<file path="src/rtl/fpu_round_pack_if.sv">
// Handshake/bus bundle for fpu_round_pack: unpacked operand in, packed IEEE single out.
// Both sides use valid/ready: a beat transfers on a rising edge where valid && ready;
// valid and its payload stay put until that edge, and ready never depends on valid.
interface fpu_round_pack_if;
    logic        in_valid;
    logic        in_ready;
    logic [34:0] in_data;
    logic        in_exp_ovf;
    logic        in_exp_unf;
    logic        out_valid;
    logic        out_ready;
    logic [31:0] out_result;
    logic [2:0]  out_flags;

    modport master (
        output in_valid, in_data, in_exp_ovf, in_exp_unf, out_ready,
        input  in_ready, out_valid, out_result, out_flags
    );

    modport slave (
        input  in_valid, in_data, in_exp_ovf, in_exp_unf, out_ready,
        output in_ready, out_valid, out_result, out_flags
    );
endinterface

</file>
<file path="src/rtl/fpu_round_pack.sv">
// Two-stage round-to-nearest-even and pack of an unpacked single-precision result.
// S1 registers the round decision and special-case class, S2 increments, packs and holds the output.
module fpu_round_pack (
    input  logic              clk,
    input  logic              rst_n,
    fpu_round_pack_if.slave   bus
);

    typedef struct packed {
        logic        sign;
        logic [7:0]  exp;
        logic [22:0] frac;
        logic        incr;
        logic        inexact;
        logic        ovf;
        logic        unf;
    } s1_t;

    logic        in_sign;
    logic [7:0]  in_exp;
    logic [22:0] in_frac;
    logic        in_g;
    logic        in_r;
    logic        in_s;

    assign in_sign = bus.in_data[34];
    assign in_exp  = bus.in_data[33:26];
    assign in_frac = bus.in_data[25:3];
    assign in_g    = bus.in_data[2];
    assign in_r    = bus.in_data[1];
    assign in_s    = bus.in_data[0];

    // Round decision and special-case classification; underflow beats overflow.
    s1_t dec;
    always_comb begin
        dec         = '0;
        dec.sign    = in_sign;
        dec.exp     = in_exp;
        dec.frac    = in_frac;
        dec.incr    = in_g && (in_r || in_s || in_frac[0]);
        dec.inexact = in_g || in_r || in_s;
        dec.unf     = bus.in_exp_unf || (in_exp == 8'h00);
        dec.ovf     = !dec.unf && (bus.in_exp_ovf || (in_exp == 8'hFF));
    end

    logic        s1_valid_q;
    logic        s1_valid_d;
    s1_t         s1_q;
    s1_t         s1_d;
    logic        s2_valid_q;
    logic        s2_valid_d;
    logic [31:0] s2_result_q;
    logic [31:0] s2_result_d;
    logic [2:0]  s2_flags_q;
    logic [2:0]  s2_flags_d;

    logic s2_can_load;
    logic in_ready;

    // Stall propagates from the consumer backwards; in_ready never looks at in_valid.
    assign s2_can_load = !s2_valid_q || bus.out_ready;
    assign in_ready    = !s1_valid_q || s2_can_load;

    always_comb begin
        s1_valid_d = s1_valid_q;
        s1_d       = s1_q;
        if (in_ready) begin
            s1_valid_d = bus.in_valid;
            if (bus.in_valid) begin
                s1_d = dec;
            end
        end
    end

    logic [24:0] mant_sum;
    logic        carry;
    logic [7:0]  exp_adj;
    logic [22:0] frac_adj;
    logic [31:0] pack_result;
    logic [2:0]  pack_flags;

    always_comb begin
        mant_sum = {1'b0, 1'b1, s1_q.frac} + {24'h0, s1_q.incr};
        carry    = mant_sum[24];
        exp_adj  = s1_q.exp + {7'h0, carry};
        frac_adj = carry ? 23'h0 : mant_sum[22:0];
        if (s1_q.unf) begin
            pack_result = {s1_q.sign, 31'h0};
            pack_flags  = 3'b011;
        end else if (s1_q.ovf || (exp_adj == 8'hFF)) begin
            pack_result = {s1_q.sign, 8'hFF, 23'h0};
            pack_flags  = 3'b101;
        end else begin
            pack_result = {s1_q.sign, exp_adj, frac_adj};
            pack_flags  = {2'b00, s1_q.inexact};
        end
    end

    always_comb begin
        s2_valid_d  = s2_valid_q;
        s2_result_d = s2_result_q;
        s2_flags_d  = s2_flags_q;
        if (s2_can_load) begin
            s2_valid_d = s1_valid_q;
            if (s1_valid_q) begin
                s2_result_d = pack_result;
                s2_flags_d  = pack_flags;
            end
        end
    end

    always_ff @(posedge clk or negedge rst_n) begin
        if (!rst_n) begin
            s1_valid_q  <= 1'b0;
            s1_q        <= '0;
            s2_valid_q  <= 1'b0;
            s2_result_q <= 32'h0;
            s2_flags_q  <= 3'b000;
        end else begin
            s1_valid_q  <= s1_valid_d;
            s1_q        <= s1_d;
            s2_valid_q  <= s2_valid_d;
            s2_result_q <= s2_result_d;
            s2_flags_q  <= s2_flags_d;
        end
    end

    assign bus.in_ready   = in_ready;
    assign bus.out_valid  = s2_valid_q;
    assign bus.out_result = s2_result_q;
    assign bus.out_flags  = s2_flags_q;

endmodule

</file>
<file path="src/flat_wrapper.sv">
// flat-port wrapper written by rule: the top's interface ports become plain ports
module fpu_round_pack_flat 
  (clk, rst_n, bus_in_valid, bus_in_data, bus_in_exp_ovf, bus_in_exp_unf, bus_out_ready, bus_in_ready, bus_out_valid, bus_out_result, bus_out_flags);
  fpu_round_pack_if bus_i ();
  input  logic clk;
  input  logic rst_n;
  input wire logic [$bits(bus_i.in_valid)-1:0] bus_in_valid;
  input wire logic [$bits(bus_i.in_data)-1:0] bus_in_data;
  input wire logic [$bits(bus_i.in_exp_ovf)-1:0] bus_in_exp_ovf;
  input wire logic [$bits(bus_i.in_exp_unf)-1:0] bus_in_exp_unf;
  input wire logic [$bits(bus_i.out_ready)-1:0] bus_out_ready;
  output wire logic [$bits(bus_i.in_ready)-1:0] bus_in_ready;
  output wire logic [$bits(bus_i.out_valid)-1:0] bus_out_valid;
  output wire logic [$bits(bus_i.out_result)-1:0] bus_out_result;
  output wire logic [$bits(bus_i.out_flags)-1:0] bus_out_flags;
  assign bus_i.in_valid = bus_in_valid;
  assign bus_i.in_data = bus_in_data;
  assign bus_i.in_exp_ovf = bus_in_exp_ovf;
  assign bus_i.in_exp_unf = bus_in_exp_unf;
  assign bus_i.out_ready = bus_out_ready;
  assign bus_in_ready = bus_i.in_ready;
  assign bus_out_valid = bus_i.out_valid;
  assign bus_out_result = bus_i.out_result;
  assign bus_out_flags = bus_i.out_flags;
  fpu_round_pack u_core (.clk(clk), .rst_n(rst_n), .bus(bus_i));
endmodule
</file>
<file path="config.mk">
export PLATFORM = sky130hd
export DESIGN_NAME = fpu_round_pack_flat
export DESIGN_NICKNAME = d
export VERILOG_FILES = /design/src/rtl/fpu_round_pack_if.sv /design/src/rtl/fpu_round_pack.sv /design/src/flat_wrapper.sv
export SDC_FILE = /design/constraint.sdc
export NUM_CORES = 1
export LEC_CHECK = 0
export ABC_AREA = 1
export BUFFER_PORTS_ARGS = -buffer_cell sky130_fd_sc_hd__buf_2
export CELL_PAD_IN_SITES_DETAIL_PLACEMENT = 1
export CELL_PAD_IN_SITES_GLOBAL_PLACEMENT = 2
export CORE_MARGIN = 4
export CORE_UTILIZATION = 34
export DETAILED_ROUTE_END_ITERATION = 16
export MAX_ROUTING_LAYER = met4
export PLACE_DENSITY_LB_ADDON = 0.1
export SYNTH_ARGS = -nofsm -noshare
export SYNTH_HDL_FRONTEND = slang
export SYNTH_SLANG_ARGS = --single-unit
export TNS_END_PERCENT = 30
</file>
<file path="constraint.sdc">
create_clock -name clk -period 5.3 [get_ports clk]
set_input_delay 1.06 -clock clk [delete_from_list [all_inputs] [get_ports clk]]
set_output_delay 1.06 -clock clk [all_outputs]
set_load 0.02 [all_outputs]
</file>
; ---- After elaboration in Yosys (flattened, before gate mapping)
; Cells that the tools add are included.
[word_totals]
reg_bits = 73
input_bits = 41
output_inout_bits = 37
word_cells = 37
[classes]
n_addsub = 2
eq_ne = 2
n_mux = 5
reduce_logical = 17
[ops]
columns = cell, count
row1 = 31-bit 2-to-1 mux, 2
row2 = 24-bit by 1-bit adder with 25-bit output, 1
row3 = 23-bit 2-to-1 mux, 1
row4 = "8-bit == test, second input constant", 2
row5 = 1-bit logical OR, 9
row6 = 8-bit by 1-bit adder with 8-bit output, 1
row7 = 8-bit logical NOT, 1
row8 = 3-bit 2-to-1 mux, 2
row9 = 2-bit AND reduction, 2
row10 = 1-bit logical NOT, 3
row11 = 1-bit logical AND, 2

; ---- Longest topological paths before layout
; Gate-level depths: netlist of run 1.
[logic_depth]
ltp_word = 6
depth_mapped = 19
ltp_nobuf = 19

; ---- Worst setup path before layout of run 1
; No wires, ideal clock.
[synth_path]
path_kind = flip-flop to flip-flop
start = register u_core.s1_q[3] in the netlist's numbering
end = register u_core.s2_result_q[4] (netlist: u_core.bus.out_result[4])
setup_time_ns = 0.118
arrival_ns = 2.443
path_slack_ns = 2.739
stages_incl_launch_ff = 19
n_path_buf = 1
synth_period_minus_slack_ns = 2.561
path_cell_list = dfrtp_1 ha_1 ha_1 nand2_2 nor2_4 nand4_1 nor4_1 ha_1 ha_1 nand2_1 nor2_1 nand2_1 nand2_1 nand2_1 nor2_2 nand3_2 nand2_4 buf_12 o21ai_2
[synth_via]
elab_chain_len = 6
word_cells_on_any_way = 7
[synth_lines]
columns = item, line
row1 = from (decl), fpu_round_pack.sv:48  ; s1_t s1_q;
row2 = from (signal assigned), fpu_round_pack.sv:115  ; s1_q <= '0;
row3 = from (signal assigned), fpu_round_pack.sv:121  ; s1_q <= s1_d;
row4 = 24-bit by 1-bit adder with 25-bit output *, fpu_round_pack.sv:83  ; mant_sum = {1'b0, 1'b1, s1_q.frac} + {24'h0, s1_q.incr};
row5 = 8-bit by 1-bit adder with 8-bit output, fpu_round_pack.sv:85  ; exp_adj = s1_q.exp + {7'h0, carry};
row6 = 8-bit == test, fpu_round_pack.sv:90  ; end else if (s1_q.ovf || (exp_adj == 8'hFF)) begin
row7 = 1-bit logical OR, fpu_round_pack.sv:90
row8 = 31-bit 2-to-1 mux *, fpu_round_pack.sv:90
row9 = 31-bit 2-to-1 mux *, fpu_round_pack.sv:87  ; if (s1_q.unf) begin
row10 = to (signal assigned), fpu_round_pack.sv:123  ; s2_result_q <= s2_result_d;
row11 = to (decl), fpu_round_pack.sv:52  ; logic [31:0] s2_result_q;
; Mark *: on every way between the ends. The rest lies on a longest branch, timed or not.
; A chain may end at the register's enable or synchronous reset.

; ---- Worst setup path after layout of run 1
[layout_path]
start = register u_core.s1_q[4] in the netlist's numbering
end = register u_core.s2_result_q[19] (netlist: u_core.bus.out_result[19])
; The elaborated chain is that of the path after synthesis.

==> results of run 1 <==
==> state kept, by name, summed over array words and instances (netlist names) <==
register,count
u_core.s1_valid_q,1
u_core.bus.out_valid,1
u_core.bus.out_flags,3
u_core.s1_q,36
u_core.bus.out_result,32
==> synth_stat cells <==
library cell | number | area, µm²
nand3_1 | 22 | 110
buf_4 | 1 | 7.51
nor2_8 | 1 | 20.0
nor2_2 | 4 | 25.0
dfrtp_1 | 73 | 1830
nand2_4 | 2 | 22.5
nand4_4 | 1 | 21.3
nand4_1 | 19 | 119
o21bai_1 | 1 | 7.51
nor3_1 | 4 | 20.0
nand3b_1 | 1 | 7.51
a21oi_1 | 2 | 10.0
nor2_1 | 50 | 188
nand2_2 | 3 | 18.8
ha_1 | 4 | 50.1
nand2_1 | 203 | 762
nor2_4 | 6 | 67.6
nand3_2 | 2 | 20.0
inv_1 | 41 | 154
xor2_1 | 8 | 70.1
buf_12 | 1 | 20.0
clkbuf_1 | 8 | 30.0
nor4_1 | 1 | 6.26
inv_2 | 4 | 15.0
or2_2 | 2 | 12.5
o21ai_0 | 34 | 170
o21ai_2 | 10 | 87.6
buf_2 | 3 | 15.0
nor3_2 | 1 | 10.0
==> worst min-delay path, cell delays in order (launching register included) <==
cell and delay (ns):
dfrtp_1 0.33, nand2_1 0.06, o21ai_2 0.04
==> area by class of cell <==
class | instances | area, µm² | share of cell area [%]
Timing Repair Buffer | 79 | 400 | 8.54
Clock buffer | 14 | 284 | 6.05
Multi-Input combinational cell | 381 | 1830 | 38.9
Tap cell | 140 | 175 | 3.73
Inverter | 45 | 169 | 3.60
Sequential cell | 73 | 1830 | 38.9
Clock inverter | 2 | 10.0 | 0.213
==> path summary, 6_finish.rpt <==
kind	start	end	slack [ns]	cells after the start
min reg2reg	u_core.bus.out_result[5]	u_core.bus.out_result[5]	0.47	2
min in group asynchronous	rst_n	u_core.bus.out_result[29]	0.78	1
max in group asynchronous	rst_n	u_core.s1_q[8]	3.51	2
max	u_core.s1_q[4]	u_core.bus.out_result[19]	2.15	19
max reg2reg	u_core.s1_q[4]	u_core.bus.out_result[19]	2.15	19
min	u_core.bus.out_result[5]	u_core.bus.out_result[5]	0.47	2
==> per-stage QoR <==
step | instances | cell area (µm²)
final | 734 | 4690
after floorplan | 512 | 3890
after global routing | 734 | 4690
after CTS | 734 | 4690
after global placement | 718 | 4400
after detailed placement | 718 | 4400
==> layer usage <==
| layer | vias to the layer above | GRT usage (%) |
|---|---|---|
| li1 | 1775 | - |
| met3 | 7 | 2.74 |
| met2 | 65 | 25.3 |
| met5 | - | - |
| met4 | 0 | 5.63 |
| met1 | 1600 | 27.7 |
==> cells by family (layout without fill, tap and decap cells) <==
group	after synthesis	after routing
compound gates	47	47
xor+xnor	8	8
simple gates	322	322
buf+inv	58	140
flops	73	73
fa+ha+maj	4	4
==> cells in the final DEF (no fill, tap or decap) <==
cell,instances
buf_2,77
clkbuf_16,9
nor3_1,4
dfrtp_1,73
xor2_1,8
inv_1,41
nand2_4,2
or2_2,2
nand3_2,2
o21bai_1,1
nor4_1,1
nor3_2,1
nand2_2,3
nand3b_1,1
clkinv_2,2
o21ai_0,34
nor2_4,6
nor2_1,50
a21oi_1,2
inv_2,4
nand4_1,19
buf_4,2
ha_1,4
clkbuf_8,4
nor2_8,1
o21ai_2,10
nand4_4,1
clkbuf_1,1
nand2_1,203
nor2_2,4
nand3_1,22
==> where the power goes <==
group	switching (W)	total [W]	internal [W]	leakage (nW)
Combinational	0.000282	0.000415	0.000133	1.33
Clock	0.000220	0.000586	0.000367	0.149
Sequential	0.0000863	0.000743	0.000656	0.924
==> flow_summary.yaml, run 1 <==
run_status:
  outcome: "finished, final reports clean"
worst_setup_path:
  crit_arrival_ns: 3.36
  path_common_cell: "nand2_1"
  worst-path-max-fanout: 16
  crit_path_start_kind: "register"
  critPathMaxStageDelay_ns: 0.36
  crit_family: "simple AND/OR/NAND/NOR gates"
  crit_path_top_delay_cell: "dfrtp_1"
  crit_chain: "ha_1, ha_1, nand2_2, nor2_4, nand4_1, nor4_1, ha_1, ha_1, nand2_1, nor2_1, nand2_1, nand2_1, nand2_1, nor2_2, nand3_2, nand2_4, inv_2, nand2_1, nand2_1"
  path_buf_inv: 1
  crit_path_end_kind: "register"
  required_ns: 5.51
  path_class: "register to register"
logic_synthesis:
  yosys.area_share.xor_xnor_pct: 1.80
  synth-simple-area-share_pct: 36.7
  synthCells: 512
  syn-num-nets: 557
  synthDistinctLibCells: 29
  syn_area_per_cell_um2: 7.60
  muxShareOfSynthArea_pct: 0
  syn_area_mm2: 0.00389
  ys_seq_area_share_pct: 46.9
  ys_seq_elements: 73
  synth_top_family_by_area: "simple AND/OR/NAND/NOR gates"
  yosys_warnings: 0
  synth_compound_area_share_pct: 7.07
  synth_fa_ha_area_share_pct: 1.29
route:
  routed.top_layer: "met4"
  drc: 0
  avgRoutedWirePerCell_um: 15.1
  vias: 3447
  drtIter0Drc: 186
  routed_via_density: 4.70
  wirelength_um: 11100
  met2_length_um: 4630
  dr.pass1.iters: 4
  met1_length_um: 5940
  wl_met3_um: 430
  ant_nets: 0
grt:
  grt_usage_pct: 18.4
  grt_pass1_wl_um: 18600
  grt_pass1_vias: 3620
  grt_max_degree: 41
  antenna_found_initial: 0
  overflow: 0
sta:
  setup_viol: 0
  period_share_pct: 59.4
  timing.fmax_ghz: 0.317
  maxSlewHeadroom_pct: 33.0
  skew_ns: 0.00882
  timing.setup.tns_ns: 0
  tightest_slew_ns: 1.00
  final.min_clock_period_ns: 3.15
  timing.final.ws_setup_ns: 2.15
  drv_slew: 0
  rsz0062_at_grt: "no"
  worst_hold_slack_ns: 0.473
  final_hold_viol_count: 0
place:
  gp_congestion: 0.828
  dp_hpwl_um: 8860
  portBuffers: 77
  preCtsSetupSlack_ns: 2.10
layout:
  syn_to_final_growth_pct: 20.5
  drive_gt1_share_pct: 21.9
  nNetsFinal: 634
  diodes: 0
  fillCellCount: 1425
  final_util_pct: 42.5
clock_tree:
  clk_pin_slew_ns: 0.05
  cts-htree-levels: 3
  cts.sinks: 73
  root_buffer: "clkbuf_16"
  tritoncts: "done"
  cts_made_buffers: 9
  clock_latency_ns: 0.33
  post_cts_buffers: 0
  holdBufCountCts: 0
  cts_max_path_buffers: 2
  postCtsResizedCells: 0
die:
  dieArea_mm2: 0.0132
  initial_core_util_pct: 35.3
  core_area_mm2: 0.0110
  fp.dieW_um: 115
  io_pins: 78
  placementRows: 38
  die_y_um: 115
power_and_ir_drop:
  ir_drop_mv: 0.144
  p_per_area_mw_per_mm2: 372
  power_w: 0.00174
  p_leak_nw: 2.41
run:
  cap_violations: 0
min_path:
  hp-class: "register to register"
(Power assumes the default switching activity.)
==> run 2, diff against run 1 <==
--- a/config.mk
+++ b/config.mk
@@ -10,7 +10,7 @@
 export CELL_PAD_IN_SITES_DETAIL_PLACEMENT = 1
 export CELL_PAD_IN_SITES_GLOBAL_PLACEMENT = 2
 export CORE_MARGIN = 4
-export CORE_UTILIZATION = 34
+export CORE_UTILIZATION = 31
 export DETAILED_ROUTE_END_ITERATION = 16
 export MAX_ROUTING_LAYER = met4
 export PLACE_DENSITY_LB_ADDON = 0.1
==> constraint.sdc (replaced) <==
create_clock -name clk -period 2.9 [get_ports clk]
set_input_delay 0.58 -clock clk [delete_from_list [all_inputs] [get_ports clk]]
set_output_delay 0.58 -clock clk [all_outputs]
set_load 0.02 [all_outputs]
==> run 2 against run 1 <==
Effect of this change:
- critical path depth is 1 lower
- largest power group unchanged
- count of clock-buffer cells in the layout is 5 lower
- sequential power is 79% higher
- first-iteration DRC count is 12% lower
- via count is 5.1% higher
- hold slack worse by 0.12 ns
- non-clock buffer count is 27 higher
- global-route usage is 0.19 points higher
- fmax is 14% higher
- critical endpoint is now u_core.bus.out_result[8]
==> flow_summary.yaml, run 2 (synthesized netlist as in run 1, its figures left out) <==
run_status:
  outcome: "finished, final reports clean"
layout:
  nNetsFinal: 662
  final_common_cell: "nand2_1"
  largest_reg_flops: 36
  regMostFlops: "u_core.s1_q"
  final_cell_mix: "196 x nand2_1, 77 x buf_2, 73 x dfrtp_1"
  diodes: 0
  syn_to_final_growth_pct: 30.1
  drive_gt1_share_pct: 27.7
clock_tree:
  cts-htree-levels: 3
  holdBufCountCts: 0
  tritoncts: "done"
  cts.sinks: 73
  clock_latency_ns: 0.35
  cts_made_buffers: 9
  cts_max_path_buffers: 2
  clk_pin_slew_ns: 0.06
  root_buffer: "clkbuf_16"
min_path:
  hp-class: "input pin to async pin"
run:
  cap_violations: 0
place:
  dp_hpwl_um: 9560
  gp_congestion: 0.899
  portBuffers: 77
sta:
  timing.setup.tns_ns: 0
  period_share_pct: 95.1
  drv_slew: 0
  skew_ns: 0.00704
  timing.fmax_ghz: 0.362
  final_hold_viol_count: 0
  final.min_clock_period_ns: 2.76
  setup_viol: 0
  tightest_slew_ns: 0.872
  maxSlewHeadroom_pct: 41.9
die:
  placementRows: 40
  core_area_mm2: 0.0122
  die_y_um: 120
  initial_core_util_pct: 32.0
  fp.dieW_um: 120
  io_pins: 78
  dieArea_mm2: 0.0144
grt:
  grt_pass1_vias: 3890
  overflow: 0
  antenna_found_initial: 0
  grt_usage_pct: 18.6
  grt_pass1_wl_um: 20400
  grt_max_degree: 40
worst_setup_path:
  crit_path_start_kind: "register"
  path_common_cell: "nand2_2"
  crit_path_end_kind: "register"
  reg2reg_from: "u_core.s1_q[4]"
  required_ns: 3.13
  critPathMaxStageDelay_ns: 0.40
  crit_arrival_ns: 2.99
  critPathLaunch: "u_core.s1_q[4]"
  path_buf_inv: 2
  crit_chain: "ha_4, ha_4, nand2_4, nor2_4, nand4_1, nor4_2, ha_2, buf_6, nand2_2, nor2_4, nand2_2, nand2_2, nand2_2, nor2_2, nand3_4, nand2_8, buf_6, o21ai_2"
  crit_path_top_delay_cell: "dfrtp_1"
  worst-path-max-fanout: 5
  crit_family: "simple AND/OR/NAND/NOR gates"
  path_class: "register to register"
route:
  drtIter0Drc: 163
  drc: 0
  ant_nets: 0
  vias: 3622
  dr.pass1.iters: 4
  avgRoutedWirePerCell_um: 15.6
  routed_via_density: 4.58
  wirelength_um: 12400
power_and_ir_drop:
  p_per_area_mw_per_mm2: 659
  p_leak_nw: 2.56
  ir_drop_mv: 0.271
  power_w: 0.00334
run 2: cell types whose count changed in the layout (fill, tap and decap cells not counted), sizes merged:
cell      before  now
nand2        208  209
buf           79  106
clkinvlp       0    3
clkbuf        14    9
clkinv         2    3
bufinv         0    1
run 2: cell type report:
type	instances	area, µm²
clock inverters	7	71.3
repair buffers	106	631
clock buffers	9	225
multi-input cells	382	1930
well taps	168	210
inverters	45	174
flip-flops and latches	73	1830
fillers	1549	7100
run 2: per-stage QoR:
step | instances | area (µm²) | utilization [%] | hold slack [ns] | setup WS (ns)
floorplan | 512 | 3890 | - | 0.284 | 0.339
finish | 790 | 5060 | 41.6 | 0.353 | 0.141
global route | 790 | 5060 | 41.6 | 0.429 | -0.0434
detailed placement | 765 | 4590 | 37.7 | 0.466 | 0.00843
global placement | 765 | 4590 | 37.7 | 0.459 | 0.114
CTS | 781 | 4880 | 40.2 | 0.377 | 0.0242
run 2: where the power goes:
part / internal (W) / leakage (nW) / switching (W)
Combinational: 0.000312 / 1.49 / 0.000583
Sequential: 0.00120 / 0.924 / 0.000134
Clock: 0.000663 / 0.137 / 0.000446
Total: 0.00217 / 2.56 / 0.00116
run 2: metal layers:
layer	routed length, µm	track usage [%]	vias to the layer above
li1	-	-	1829
met5	0	-	-
met4	191	6.23	0
met3	393	3.25	13
met1	6490	27.1	1718
met2	5280	26.0	62
run 2: worst reg2reg max path, cell delays in order, from the launching register on:
cell	delay, ns
dfrtp_1	0.40
ha_4	0.17
ha_4	0.14
nand2_4	0.06
nor2_4	0.09
nand4_1	0.12
nor4_2	0.28
ha_2	0.27
buf_6	0.11
nand2_2	0.05
nor2_4	0.16
nand2_2	0.07
nand2_2	0.07
nand2_2	0.05
nor2_2	0.14
nand3_4	0.14
nand2_8	0.14
buf_6	0.13
o21ai_2	0.05
run 2: repair_timing:
item                                   CTS  global route
endpoints found under the hold margin    0             0
setup endpoints to repair                0            31
setup buffers                            0             8
resized for setup                        0            26
run 2: path summary, 6_finish.rpt:
check / slack, ns / cells past startpoint / end
min in group clk: 0.42 / 3 / u_core.s1_q[20]
setup / recovery: 0.14 / 18 / u_core.bus.out_result[8]
max in group asynchronous: 1.85 / 2 / u_core.s1_q[10]
setup reg to reg: 0.14 / 18 / u_core.bus.out_result[8]
hold / removal: 0.35 / 1 / u_core.bus.out_result[23]
hold reg to reg: 0.48 / 2 / u_core.bus.out_flags[2]
